**src/rtl/regfile_pkg.sv**
```systemverilog
// Shared widths and the writeback entry layout for the regfile write-port arbiter.
package regfile_pkg;

    localparam int unsigned XLEN    = 32;
    localparam int unsigned AW      = 5;
    localparam int unsigned ENTRY_W = AW + XLEN;

    localparam logic [AW-1:0] REG_X0 = 5'd0;

    typedef struct packed {
        logic [AW-1:0]   rd;
        logic [XLEN-1:0] data;
    } wb_entry_t;

endpackage

```
**src/rtl/wb_fifo.sv**
```systemverilog
// Small power-of-two FIFO for one writeback requester; exposes per-entry rd/valid
// taps so the top level can detect pending writes to a read address.
module wb_fifo
    import regfile_pkg::*;
#(
    parameter int unsigned DEPTH = 2,
    parameter int unsigned WIDTH = ENTRY_W
) (
    input  logic                       clk,
    input  logic                       rst_n,
    input  logic                       push,
    input  logic [WIDTH-1:0]           din,
    input  logic                       pop,
    output logic [WIDTH-1:0]           dout,
    output logic                       full,
    output logic                       empty,
    output logic [DEPTH-1:0][AW-1:0]   rd_tap,
    output logic [DEPTH-1:0]           vld_tap
);

    localparam int unsigned PW = $clog2(DEPTH);

    logic [DEPTH-1:0][WIDTH-1:0] r_mem;
    logic [PW:0]                 r_wptr;
    logic [PW:0]                 r_rptr;
    logic [PW:0]                 w_count;
    logic                        w_push;
    logic                        w_pop;

    // Pointers carry an extra wrap bit so full and empty are distinguishable.
    assign w_count = r_wptr - r_rptr;
    assign empty   = (r_wptr == r_rptr);
    assign full    = (r_wptr[PW] != r_rptr[PW]) && (r_wptr[PW-1:0] == r_rptr[PW-1:0]);
    assign w_push  = push && !full;
    assign w_pop   = pop && !empty;
    assign dout    = r_mem[r_rptr[PW-1:0]];

    always_ff @(posedge clk or negedge rst_n) begin
        if (!rst_n) begin
            r_wptr <= '0;
            r_rptr <= '0;
            r_mem  <= '0;
        end else begin
            if (w_push) begin
                r_mem[r_wptr[PW-1:0]] <= din;
                r_wptr                <= r_wptr + (PW+1)'(1);
            end
            if (w_pop) begin
                r_rptr <= r_rptr + (PW+1)'(1);
            end
        end
    end

    // Slot i is live when its distance from the read pointer is below the occupancy.
    for (genvar i = 0; i < int'(DEPTH); i++) begin : g_tap
        logic [PW-1:0] w_off;
        assign w_off      = PW'(i) - r_rptr[PW-1:0];
        assign vld_tap[i] = ({1'b0, w_off} < w_count);
        assign rd_tap[i]  = r_mem[i][WIDTH-1 -: AW];
    end

endmodule

```
**src/rtl/regfile_wb_arbiter.sv**
```systemverilog
// Round-robin arbiter sharing the regfile write port between the ALU (A) and
// load (B) writeback paths, with pending-write hazard flags for rs1/rs2.
module regfile_wb_arbiter
    import regfile_pkg::*;
#(
    parameter int unsigned DEPTH = 2
) (
    input  logic            clk,
    input  logic            rst_n,
    input  logic            a_valid,
    output logic            a_ready,
    input  logic [AW-1:0]   a_rd,
    input  logic [XLEN-1:0] a_data,
    input  logic            b_valid,
    output logic            b_ready,
    input  logic [AW-1:0]   b_rd,
    input  logic [XLEN-1:0] b_data,
    input  logic [AW-1:0]   rs1,
    input  logic [AW-1:0]   rs2,
    output logic            pend1,
    output logic            pend2,
    output logic            regwrite,
    output logic [AW-1:0]   rd,
    output logic [XLEN-1:0] writedata
);

    wb_entry_t              w_a_din, w_b_din, w_a_head, w_b_head;
    logic                   w_a_full, w_a_empty, w_b_full, w_b_empty;
    logic                   w_a_push, w_b_push, w_a_pop, w_b_pop;
    logic                   w_contest, w_grant_b;
    logic [DEPTH-1:0][AW-1:0] w_a_rd, w_b_rd;
    logic [DEPTH-1:0]       w_a_vld, w_b_vld;
    logic                   w_hit1, w_hit2;

    logic                   r_rr_b;
    logic                   r_regwrite;
    logic [AW-1:0]          r_rd;
    logic [XLEN-1:0]        r_writedata;

    assign w_a_din = '{rd: a_rd, data: a_data};
    assign w_b_din = '{rd: b_rd, data: b_data};

    // Writes to x0 complete the handshake but are dropped here.
    assign w_a_push = a_valid && !w_a_full && (a_rd != REG_X0);
    assign w_b_push = b_valid && !w_b_full && (b_rd != REG_X0);

    assign w_contest = !w_a_empty && !w_b_empty;
    assign w_grant_b = w_contest ? r_rr_b : !w_b_empty;
    assign w_a_pop   = !w_a_empty && !w_grant_b;
    assign w_b_pop   = !w_b_empty && w_grant_b;

    wb_fifo #(.DEPTH(DEPTH), .WIDTH(ENTRY_W)) fifo_a (
        .clk     (clk),
        .rst_n   (rst_n),
        .push    (w_a_push),
        .din     (w_a_din),
        .pop     (w_a_pop),
        .dout    (w_a_head),
        .full    (w_a_full),
        .empty   (w_a_empty),
        .rd_tap  (w_a_rd),
        .vld_tap (w_a_vld)
    );

    wb_fifo #(.DEPTH(DEPTH), .WIDTH(ENTRY_W)) fifo_b (
        .clk     (clk),
        .rst_n   (rst_n),
        .push    (w_b_push),
        .din     (w_b_din),
        .pop     (w_b_pop),
        .dout    (w_b_head),
        .full    (w_b_full),
        .empty   (w_b_empty),
        .rd_tap  (w_b_rd),
        .vld_tap (w_b_vld)
    );

    // Priority flips only after a contested grant; rd/writedata hold when idle.
    always_ff @(posedge clk or negedge rst_n) begin
        if (!rst_n) begin
            r_rr_b      <= 1'b0;
            r_regwrite  <= 1'b0;
            r_rd        <= '0;
            r_writedata <= '0;
        end else begin
            if (w_contest) begin
                r_rr_b <= !w_grant_b;
            end
            if (w_a_pop) begin
                r_regwrite  <= 1'b1;
                r_rd        <= w_a_head.rd;
                r_writedata <= w_a_head.data;
            end else if (w_b_pop) begin
                r_regwrite  <= 1'b1;
                r_rd        <= w_b_head.rd;
                r_writedata <= w_b_head.data;
            end else begin
                r_regwrite  <= 1'b0;
            end
        end
    end

    always_comb begin
        w_hit1 = r_regwrite && (r_rd == rs1);
        w_hit2 = r_regwrite && (r_rd == rs2);
        for (int i = 0; i < int'(DEPTH); i++) begin
            if ((w_a_vld[i] && (w_a_rd[i] == rs1)) || (w_b_vld[i] && (w_b_rd[i] == rs1))) begin
                w_hit1 = 1'b1;
            end
            if ((w_a_vld[i] && (w_a_rd[i] == rs2)) || (w_b_vld[i] && (w_b_rd[i] == rs2))) begin
                w_hit2 = 1'b1;
            end
        end
    end

    assign pend1     = (rs1 != REG_X0) && w_hit1;
    assign pend2     = (rs2 != REG_X0) && w_hit2;
    assign a_ready   = !w_a_full;
    assign b_ready   = !w_b_full;
    assign regwrite  = r_regwrite;
    assign rd        = r_rd;
    assign writedata = r_writedata;

endmodule
```
**config.mk**
```make
export PLATFORM = sky130hd
export DESIGN_NAME = regfile_wb_arbiter
export DESIGN_NICKNAME = d
export VERILOG_FILES = /design/src/rtl/regfile_pkg.sv /design/src/rtl/wb_fifo.sv /design/src/rtl/regfile_wb_arbiter.sv
export SDC_FILE = /design/constraint.sdc
export NUM_CORES = 1
export LEC_CHECK = 0
export ABC_CLOCK_PERIOD_IN_PS = 7880
export CORE_MARGIN = 10
export CORE_UTILIZATION = 30
export DETAILED_ROUTE_END_ITERATION = 8
export PLACE_DENSITY = 0.48
export SYNTH_ARGS = -nofsm -noshare
export SYNTH_HDL_FRONTEND = slang
export SYNTH_SLANG_ARGS = --single-unit
export TNS_END_PERCENT = 10
```
**constraint.sdc**
```tcl
create_clock -name clk -period 7.88 [get_ports clk]
set_input_delay 1.182 -clock clk [delete_from_list [all_inputs] [get_ports clk]]
set_output_delay 1.182 -clock clk [all_outputs]
set_load 0.1 [all_outputs]
```
==> results.json, run 1 <==
{
  "outcome": "complete, no violations",
  "antenna_found_initial": 1,
  "cts_hold_buf": 0,
  "gr-total-overflow": 0,
  "ctsResizeCount": 0,
  "design_area_um2": 11800,
  "path_buf_inv": 2,
  "relSlewSlack": 0.256,
  "grtUsageTotal": 0.134,
  "io_buffers": 129,
  "cpPeakStageDelay_ns": 1.17,
  "synth_top_family_by_area": "multiplexers",
  "synth-xor-area-share": 0.0560,
  "drt_iter0_markers": 329,
  "synth_nets": 844,
  "required_ns": 6.70,
  "crit_fanout": 6,
  "crit_arrival_ns": 3.80,
  "pin_count": 130,
  "timing.setup.tns_ns": 0,
  "gp_congestion": 0.805,
  "die_h_um": 199,
  "skew_ns": 0.0146,
  "htreeDepth": 4,
  "cpMaxStageDelayCell": "clkdlybuf4s50_1",
  "ys_ff_latch": 195,
  "worstMarginPinSlew_ns": 1.12,
  "setup_viol": 0,
  "totalWireLength_um": 25700,
  "die_w_um": 199,
  "finalCriticalPeriod_ns": 4.98,
  "syn-cell-area_um2": 9650,
  "row_count": 65,
  "post_cts_buffers": 0,
  "synth.area.mux_share": 0.265,
  "syn_to_final_growth_pct": 22.1,
  "synth_compound_area_frac": 0.0857,
  "end_kind": "output port",
  "num_vias": 6146,
  "dp.final_hpwl_um": 16600,
  "ys_seq_area_frac": 0.506,
  "grt_pass1_wl_um": 40500,
  "coreArea_um2": 31600,
  "clkSinkCount": 195,
  "worstHoldPathCells": 1,
  "synth_cells": 750,
  "fmax_ghz": 0.201,
  "ys_types": 34,
  "r2r_cells": 9,
  "grt_pass1_vias": 6539,
  "cpMostUsedCell": "clkdlybuf4s50_1",
  "drive_gt1_frac": 0.237,
  "clk_pin_slew_ns": 0.07,
  "drt-pass1-iter-count": 4,
  "drv_cap": 0,
  "cpLargestDelayFamily": "buffers and inverters",
  "crit_type": "input pin to output port",
  "clockRootBuffer": "clkbuf_16",
  "fill_cells": 3034,
  "ant_nets": 0,
  "viasPerCell": 4.87,
  "rsz0062_at_grt": "false",
  "avgRoutedWirePerCell_um": 20.4,
  "crit_chain": "clkdlybuf4s50_1 -> xnor2_1 -> nand4_1 -> nor3_1 -> a311oi_1 -> a21oi_1 -> clkdlybuf4s50_1",
  "fp.dieArea_um2": 39700,
  "cts_made_buffers": 17,
  "final_nets": 941,
  "min_to": "fifo_b.r_mem[25]$_DFFE_PN0P_",
  "synthAdderAreaFrac": 0.00778,
  "timing.rr.start": "fifo_a.r_rptr[0]$_DFFE_PN0P_",
  "finalHoldViolations": 0,
  "drc": 0,
  "start_util": 0.305,
  "cp-start-kind": "input pin",
  "hold_path.class": "flip-flop to flip-flop",
  "min-delay-start": "fifo_b.r_mem[25]$_DFFE_PN0P_",
  "worst_skew_pair.late_latency_ns": 0.45,
  "cts_tree": "built",
  "yosysWarnings": 0,
  "dp_cells": 1230,
  "diodes": 0,
  "slew_viol_final": 0,
  "r2r-end": "writedata[18]$_DFFE_PN0P_",
  "syn_area_per_cell_um2": 12.9,
  "clock_path_buffers": 2,
  "placed_cell_area_um2": 11200,
  "fin_cells": 1262,
  "grt_start_max_net_pins": 113,
  "synth_simple_gate_area_share": 0.0399,
  "post-route-util": 0.372,
  "rrSetupSlack_ns": 4.16,
  "fin_crit_sh": 0.632
}
-- worst register-to-register path: cells and delay by family (launching register included) --
kind,cells,cell delay (ns)
buffers and inverters,4,1.45
and+or+nand+nor,1,0.17
AOI/OAI and AO/OA,3,0.92
adders and majority gates,1,0.34
DFF,1,0.69
-- flip-flops by register name, summed over array words and instances (netlist names) --
signal / cells
r_rr_b: 1
fifo_b.r_rptr: 2
fifo_b.rd_tap: 10
regwrite: 1
fifo_a.r_wptr: 2
fifo_a.r_rptr: 2
fifo_a.r_mem: 64
writedata: 32
fifo_b.r_wptr: 2
fifo_b.r_mem: 64
fifo_a.rd_tap: 10
rd: 5
-- cell type report --
| cell class | count | area, um2 | share of cell area |
|---|---|---|---|
| Tap cell | 402 | 503 | 0.0427 |
| Timing Repair Buffer | 138 | 1360 | 0.116 |
| Clock inverter | 12 | 156 | 0.0133 |
| Clock buffer | 20 | 437 | 0.0371 |
| Sequential cell | 195 | 4880 | 0.415 |
| Multi-Input combinational cell | 489 | 4410 | 0.375 |
| Inverter | 6 | 22.5 | 0.00191 |
-- kinds of logic after synthesis --
kind of cell,Yosys count
multiplexers,222
AND/OR/NAND/NOR,79
XOR/XNOR,60
buffers and inverters,66
AO/OA/AOI/OAI,122
adder cells (fa/ha/maj),6
flip-flops,195
-- cells in the final DEF, fill, tap and decap left out, types with 2 or more instances in the layout --
cell,instances
a311oi_1,2
xnor2_1,41
clkbuf_16,17
inv_6,2
clkinvlp_4,4
a32o_1,37
a21oi_1,40
or2b_2,2
mux2_2,108
xor2_1,17
dfrtp_2,3
clkdlybuf4s50_1,128
nand4_1,8
bufinv_16,3
nor2_4,2
inv_1,6
or4_1,3
mux2_4,40
mux2i_1,74
clkbuf_1,3
ha_1,6
nor2_1,8
nand2_1,40
nor3_1,8
xnor2_2,2
or2_4,2
clkinv_2,2
o21ai_0,40
nor4_1,2
buf_4,9
dfrtp_1,192
-- cell usage after synthesis, drive strengths merged --
master | instances | area share
nor4 | 2 | 0.0013
nand4 | 8 | 0.0052
nor2 | 10 | 0.0049
or2 | 2 | 0.0018
a21oi | 41 | 0.021
nand2 | 41 | 0.016
a32o | 37 | 0.038
clkbuf | 35 | 0.014
xnor2 | 43 | 0.041
o21ai | 40 | 0.021
o211ai | 2 | 0.0035
mux2i | 74 | 0.077
a311oi | 2 | 0.0018
inv | 6 | 0.0023
and2 | 2 | 0.0013
or2b | 2 | 0.0018
or4 | 4 | 0.0035
xor2 | 17 | 0.015
dfrtp | 195 | 0.51
buf | 25 | 0.024
ha | 6 | 0.0078
nor3 | 8 | 0.0042
mux2 | 148 | 0.19
-- worst max path at each step --
stage / start / endpoint / slack [ns] / cells past startpoint
floorplan: rs1[3] / pend1 / 3.25 / 5
global placement: rs2[3] / pend2 / 2.90 / 7
detailed placement: rs2[3] / pend2 / 2.90 / 7
CTS: rs2[3] / pend2 / 2.89 / 7
global route: rs2[3] / pend2 / 2.74 / 7
finish: rs2[4] / pend2 / 2.90 / 7
-- stage by stage --
step	hold WS, ns	setup slack (ns)
after global placement	0.488	2.90
final	0.505	2.90
after global routing	0.522	2.74
after floorplan	0.479	3.25
after CTS	0.511	2.89
after detailed placement	0.495	2.90
-- metal layers --
layer	GRT usage	share of wire	vias up
li1	-	-	2900
met1	0.180	0.49	3112
met2	0.208	0.46	117
met3	0.0318	0.043	15
met4	0.0407	0.012	2
met5	0	0.00039	-
Power of run 1 is left out: the tool's default activity adds up to more than one toggle a clock period on the data nets, which glitch-free logic cannot reach.
==> run 2: changes to the inputs <==
--- a/config.mk
+++ b/config.mk
@@ -5,11 +5,11 @@
 export SDC_FILE = /design/constraint.sdc
 export NUM_CORES = 1
 export LEC_CHECK = 0
-export ABC_CLOCK_PERIOD_IN_PS = 7880
+export ABC_CLOCK_PERIOD_IN_PS = 4350
 export CORE_MARGIN = 10
 export CORE_UTILIZATION = 30
 export DETAILED_ROUTE_END_ITERATION = 8
-export PLACE_DENSITY = 0.48
+export PLACE_DENSITY = 0.5
 export SYNTH_ARGS = -nofsm -noshare
 export SYNTH_HDL_FRONTEND = slang
 export SYNTH_SLANG_ARGS = --single-unit
==> constraint.sdc (replaced) <==
create_clock -name clk -period 4.35 [get_ports clk]
set_input_delay 0.6525 -clock clk [delete_from_list [all_inputs] [get_ports clk]]
set_output_delay 0.6525 -clock clk [all_outputs]
set_load 0.1 [all_outputs]
==> results.json, run 2 (synthesis results as in run 1) <==
{
  "worst_skew_pair.late_latency_ns": 0.45,
  "final_nets": 944,
  "crit_type": "flip-flop to output port",
  "drive_gt1_frac": 0.248,
  "timing.setup.tns_ns": 0,
  "finalHoldViolations": 0,
  "coreArea_um2": 31600,
  "slew_viol_final": 0,
  "setup_viol": 0,
  "worstMarginPinSlew_ns": 1.06,
  "start_util": 0.305,
  "finalCriticalPeriod_ns": 3.27,
  "hold_path.class": "input pin to async pin",
  "rsz0062_at_grt": "false",
  "cts_made_buffers": 17,
  "post_cts_buffers": 0,
  "grt_start_max_net_pins": 113,
  "fmax_ghz": 0.305,
  "required_ns": 3.70,
  "timing.hold.ws_ns": 0.289,
  "num_vias": 6209,
  "skew_ns": 0.0154,
  "htreeDepth": 4,
  "die_w_um": 199,
  "clock_path_buffers": 2,
  "dp_cells": 1233,
  "outcome": "complete, no violations",
  "pin_count": 130,
  "fin_cells": 1265,
  "grt_pass1_vias": 6665,
  "gr-total-overflow": 0,
  "crit_arrival_ns": 2.62,
  "cp-start-kind": "flip-flop",
  "cts_hold_buf": 0,
  "crit_fanout": 20,
  "syn_to_final_growth_pct": 22.5,
  "totalWireLength_um": 25600,
  "final_cell_mix": "192 x dfrtp_1, 124 x clkdlybuf4s50_1, 108 x mux2_2",
  "row_count": 65,
  "grtUsageTotal": 0.132,
  "grt_pass1_wl_um": 40000,
  "fp.dieArea_um2": 39700,
  "design_area_um2": 11800,
  "cts_tree": "built",
  "end_kind": "output port",
  "relSlewSlack": 0.293,
  "antenna_found_initial": 1,
  "die_h_um": 199,
  "clockRootBuffer": "clkbuf_16",
  "gp_congestion": 0.823,
  "ant_nets": 0,
  "viasPerCell": 4.91,
  "drc": 0,
  "ctsResizeCount": 0,
  "drt_iter0_markers": 308,
  "drt-pass1-iter-count": 4,
  "fin_crit_sh": 0.753,
  "diodes": 0,
  "avgRoutedWirePerCell_um": 20.2,
  "final_common_cell": "dfrtp_1",
  "clkSinkCount": 195,
  "io_buffers": 129,
  "dp.final_hpwl_um": 16600,
  "clk_pin_slew_ns": 0.08,
  "drv_cap": 0,
  "placed_cell_area_um2": 11200
}
-- run 2: final cells by class --
class / instances / area (um2)
Clock inverter: 15 / 180
Fill cell: 3029 / 19800
Sequential cell: 195 / 4880
Multi-Input combinational cell: 489 / 4410
Clock buffer: 17 / 425
Inverter: 6 / 22.5
Tap cell: 402 / 503
Timing Repair Buffer: 141 / 1390
-- run 2: final timing paths --
check	start	to	slack [ns]	cells after the start
hold reg to reg	fifo_b.r_mem[6]$_DFFE_PN0P_	fifo_b.r_mem[6]$_DFFE_PN0P_	0.51	1
max in group asynchronous	rst_n	fifo_b.r_mem[59]$_DFFE_PN0P_	3.18	2
hold / removal	rst_n	fifo_a.r_mem[49]$_DFFE_PN0P_	0.29	1
min in group clk	fifo_b.r_mem[6]$_DFFE_PN0P_	fifo_b.r_mem[6]$_DFFE_PN0P_	0.51	1
setup / recovery	fifo_a.r_rptr[0]$_DFFE_PN0P_	pend1	1.08	8
setup reg to reg	fifo_a.r_rptr[0]$_DFFE_PN0P_	fifo_a.r_mem[41]$_DFFE_PN0P_	1.35	6
-- run 2: through the flow --
stage                      util  worst slack, ns
after global placement    0.354             1.13
after floorplan               -            0.704
after detailed placement  0.354             1.11
final                     0.373             1.08
after CTS                 0.373             1.03
after global routing      0.373            0.903
-- run 2: critical path, cell delays in order, from the launching register on --
cell	delay, ns
dfrtp_2	0.77
ha_1	0.25
inv_1	0.04
ha_1	0.26
nor2_1	0.18
nor3_1	0.07
a311oi_1	0.21
a21oi_1	0.13
buf_4	0.25
-- run 2: routing by layer --
layer | wire length, um | global-route usage | up-vias
met5 | 13 | 0 | -
met4 | 360 | 0.0384 | 2
met3 | 1090 | 0.0328 | 18
met2 | 11600 | 0.204 | 114
met1 | 12500 | 0.179 | 3168
li1 | - | - | 2907
Power of run 2 is left out for the same reason.
==> run 3: changes to the inputs <==
--- a/config.mk
+++ b/config.mk
@@ -5,7 +5,7 @@
 export SDC_FILE = /design/constraint.sdc
 export NUM_CORES = 1
 export LEC_CHECK = 0
-export ABC_CLOCK_PERIOD_IN_PS = 4350
+export ABC_CLOCK_PERIOD_IN_PS = 2800
 export CORE_MARGIN = 10
 export CORE_UTILIZATION = 30
 export DETAILED_ROUTE_END_ITERATION = 8
==> constraint.sdc (replaced) <==
create_clock -name clk -period 2.8 [get_ports clk]
set_input_delay 0.42 -clock clk [delete_from_list [all_inputs] [get_ports clk]]
set_output_delay 0.42 -clock clk [all_outputs]
set_load 0.1 [all_outputs]
==> results.json, run 3 (synthesis results as in run 1) <==
{
  "outcome": "complete, no violations",
  "final_cell_mix": "191 x dfrtp_1, 108 x mux2_2, 86 x clkdlybuf4s50_1",
  "min_to": "fifo_b.r_mem[22]$_DFFE_PN0P_",
  "grt_pass1_vias": 6710,
  "num_vias": 6202,
  "viasPerCell": 4.87,
  "gp_congestion": 0.866,
  "skew_ns": 0.0149,
  "timing.hold.ws_ns": 0.505,
  "rrSetupSlack_ns": 0.22,
  "row_count": 65,
  "clkSinkCount": 195,
  "final_nets": 952,
  "coreArea_um2": 31600,
  "clk_pin_slew_ns": 0.07,
  "finalHoldViolations": 0,
  "antenna_found_initial": 3,
  "cp-start-kind": "input pin",
  "grt_pass1_wl_um": 40900,
  "r2r_cells": 6,
  "crit_arrival_ns": 2.25,
  "die_w_um": 199,
  "pin_count": 130,
  "io_buffers": 129,
  "drt-pass1-iter-count": 5,
  "gr-total-overflow": 0,
  "ant_nets": 0,
  "fmax_ghz": 0.374,
  "worstMarginPinSlew_ns": 0.791,
  "start_util": 0.305,
  "fill_cells": 3027,
  "crit_chain": "clkdlybuf4s50_1 -> xor2_1 -> nor4_1 -> a311oi_2 -> a21oi_2 -> buf_12",
  "htreeDepth": 4,
  "final_common_cell": "dfrtp_1",
  "grtUsageTotal": 0.134,
  "drt_iter0_markers": 317,
  "avgRoutedWirePerCell_um": 20.3,
  "cpPeakStageDelay_ns": 0.61,
  "worstHoldPathCells": 1,
  "cts_tree": "built",
  "required_ns": 2.38,
  "drv_cap": 0,
  "clockRootBuffer": "clkbuf_16",
  "setup_viol": 0,
  "syn_to_final_growth_pct": 23.7,
  "cpMaxStageDelayCell": "clkdlybuf4s50_1",
  "crit_type": "input pin to output port",
  "fp.dieArea_um2": 39700,
  "timing.rr.start": "fifo_b.r_wptr[0]$_DFFE_PN0P_",
  "diodes": 0,
  "rsz0062_at_grt": "false",
  "drc": 0,
  "dp.final_hpwl_um": 17900,
  "crit_start": "rs1[3]",
  "cts_made_buffers": 17,
  "r2r-end": "fifo_b.r_mem[1]$_DFFE_PN0P_",
  "fin_crit_sh": 0.954,
  "end_kind": "output port",
  "totalWireLength_um": 25800,
  "worst_skew_pair.late_latency_ns": 0.44,
  "relSlewSlack": 0.473,
  "post_cts_buffers": 0,
  "slew_viol_final": 0,
  "crit_fanout": 6,
  "grt_start_max_net_pins": 77,
  "die_h_um": 199,
  "min-delay-start": "fifo_b.r_mem[22]$_DFFE_PN0P_",
  "hold_path.class": "flip-flop to flip-flop",
  "clock_path_buffers": 2,
  "drive_gt1_frac": 0.302,
  "finalCriticalPeriod_ns": 2.67
}
-- run 3: layout make-up --
class / instances / area (um2) / area share
clock buffers: 19 / 443 / 0.0371
well taps: 402 / 503 / 0.0421
repair buffers: 149 / 1490 / 0.125
clock inverters: 13 / 150 / 0.0126
flip-flops and latches: 195 / 4880 / 0.409
multi-input cells: 489 / 4440 / 0.372
inverters: 6 / 22.5 / 0.00189
-- run 3: what timing repair did --
action,4_1_cts,5_1_grt
resized for setup,1,2
endpoints found under the setup margin,1,2
endpoints found under the hold margin,57,0
hold buffers,1,0
pin swaps,2,1
-- run 3: worst max-delay path by stage --
stage | slack (ns) | cells after the start | end
final | 0.13 | 6 | pend1
after floorplan | -0.09 | 4 | pend1
after detailed placement | 0.18 | 6 | fifo_a.rd_tap[6]$_DFFE_PN0P_
after global placement | 0.17 | 6 | fifo_a.rd_tap[0]$_DFFE_PN0P_
after global routing | 0.01 | 6 | pend2
after CTS | 0.04 | 7 | pend1
-- run 3: worst max-delay path: cells and delay by family --
| kind | cells | cell delay, ns |
|---|---|---|
| buf+inv | 2 | 0.81 |
| simple gates | 1 | 0.38 |
| compound gates | 2 | 0.39 |
| xor+xnor | 1 | 0.25 |
-- run 3: metal layers --
metal / share of wire / GRT usage / vias to the layer above
li1: - / - / 2924
met1: 0.50 / 0.188 / 3134
met2: 0.44 / 0.201 / 120
met3: 0.049 / 0.0330 / 20
met4: 0.010 / 0.0331 / 4
met5: 0.0012 / 0 / -
-- run 3: stage by stage --
step	setup TNS, ns	cells	utilization	instance area, um2	worst slack (ns)
after detailed placement	0	1240	0.358	11300	0.183
after global routing	0	1273	0.377	11900	0.0141
final	0	1273	0.377	11900	0.128
after global placement	0	1240	0.358	11300	0.169
after floorplan	-2.61	750	-	9670	-0.0908
after CTS	0	1273	0.377	11900	0.0374
Power of run 3 is left out for the same reason.
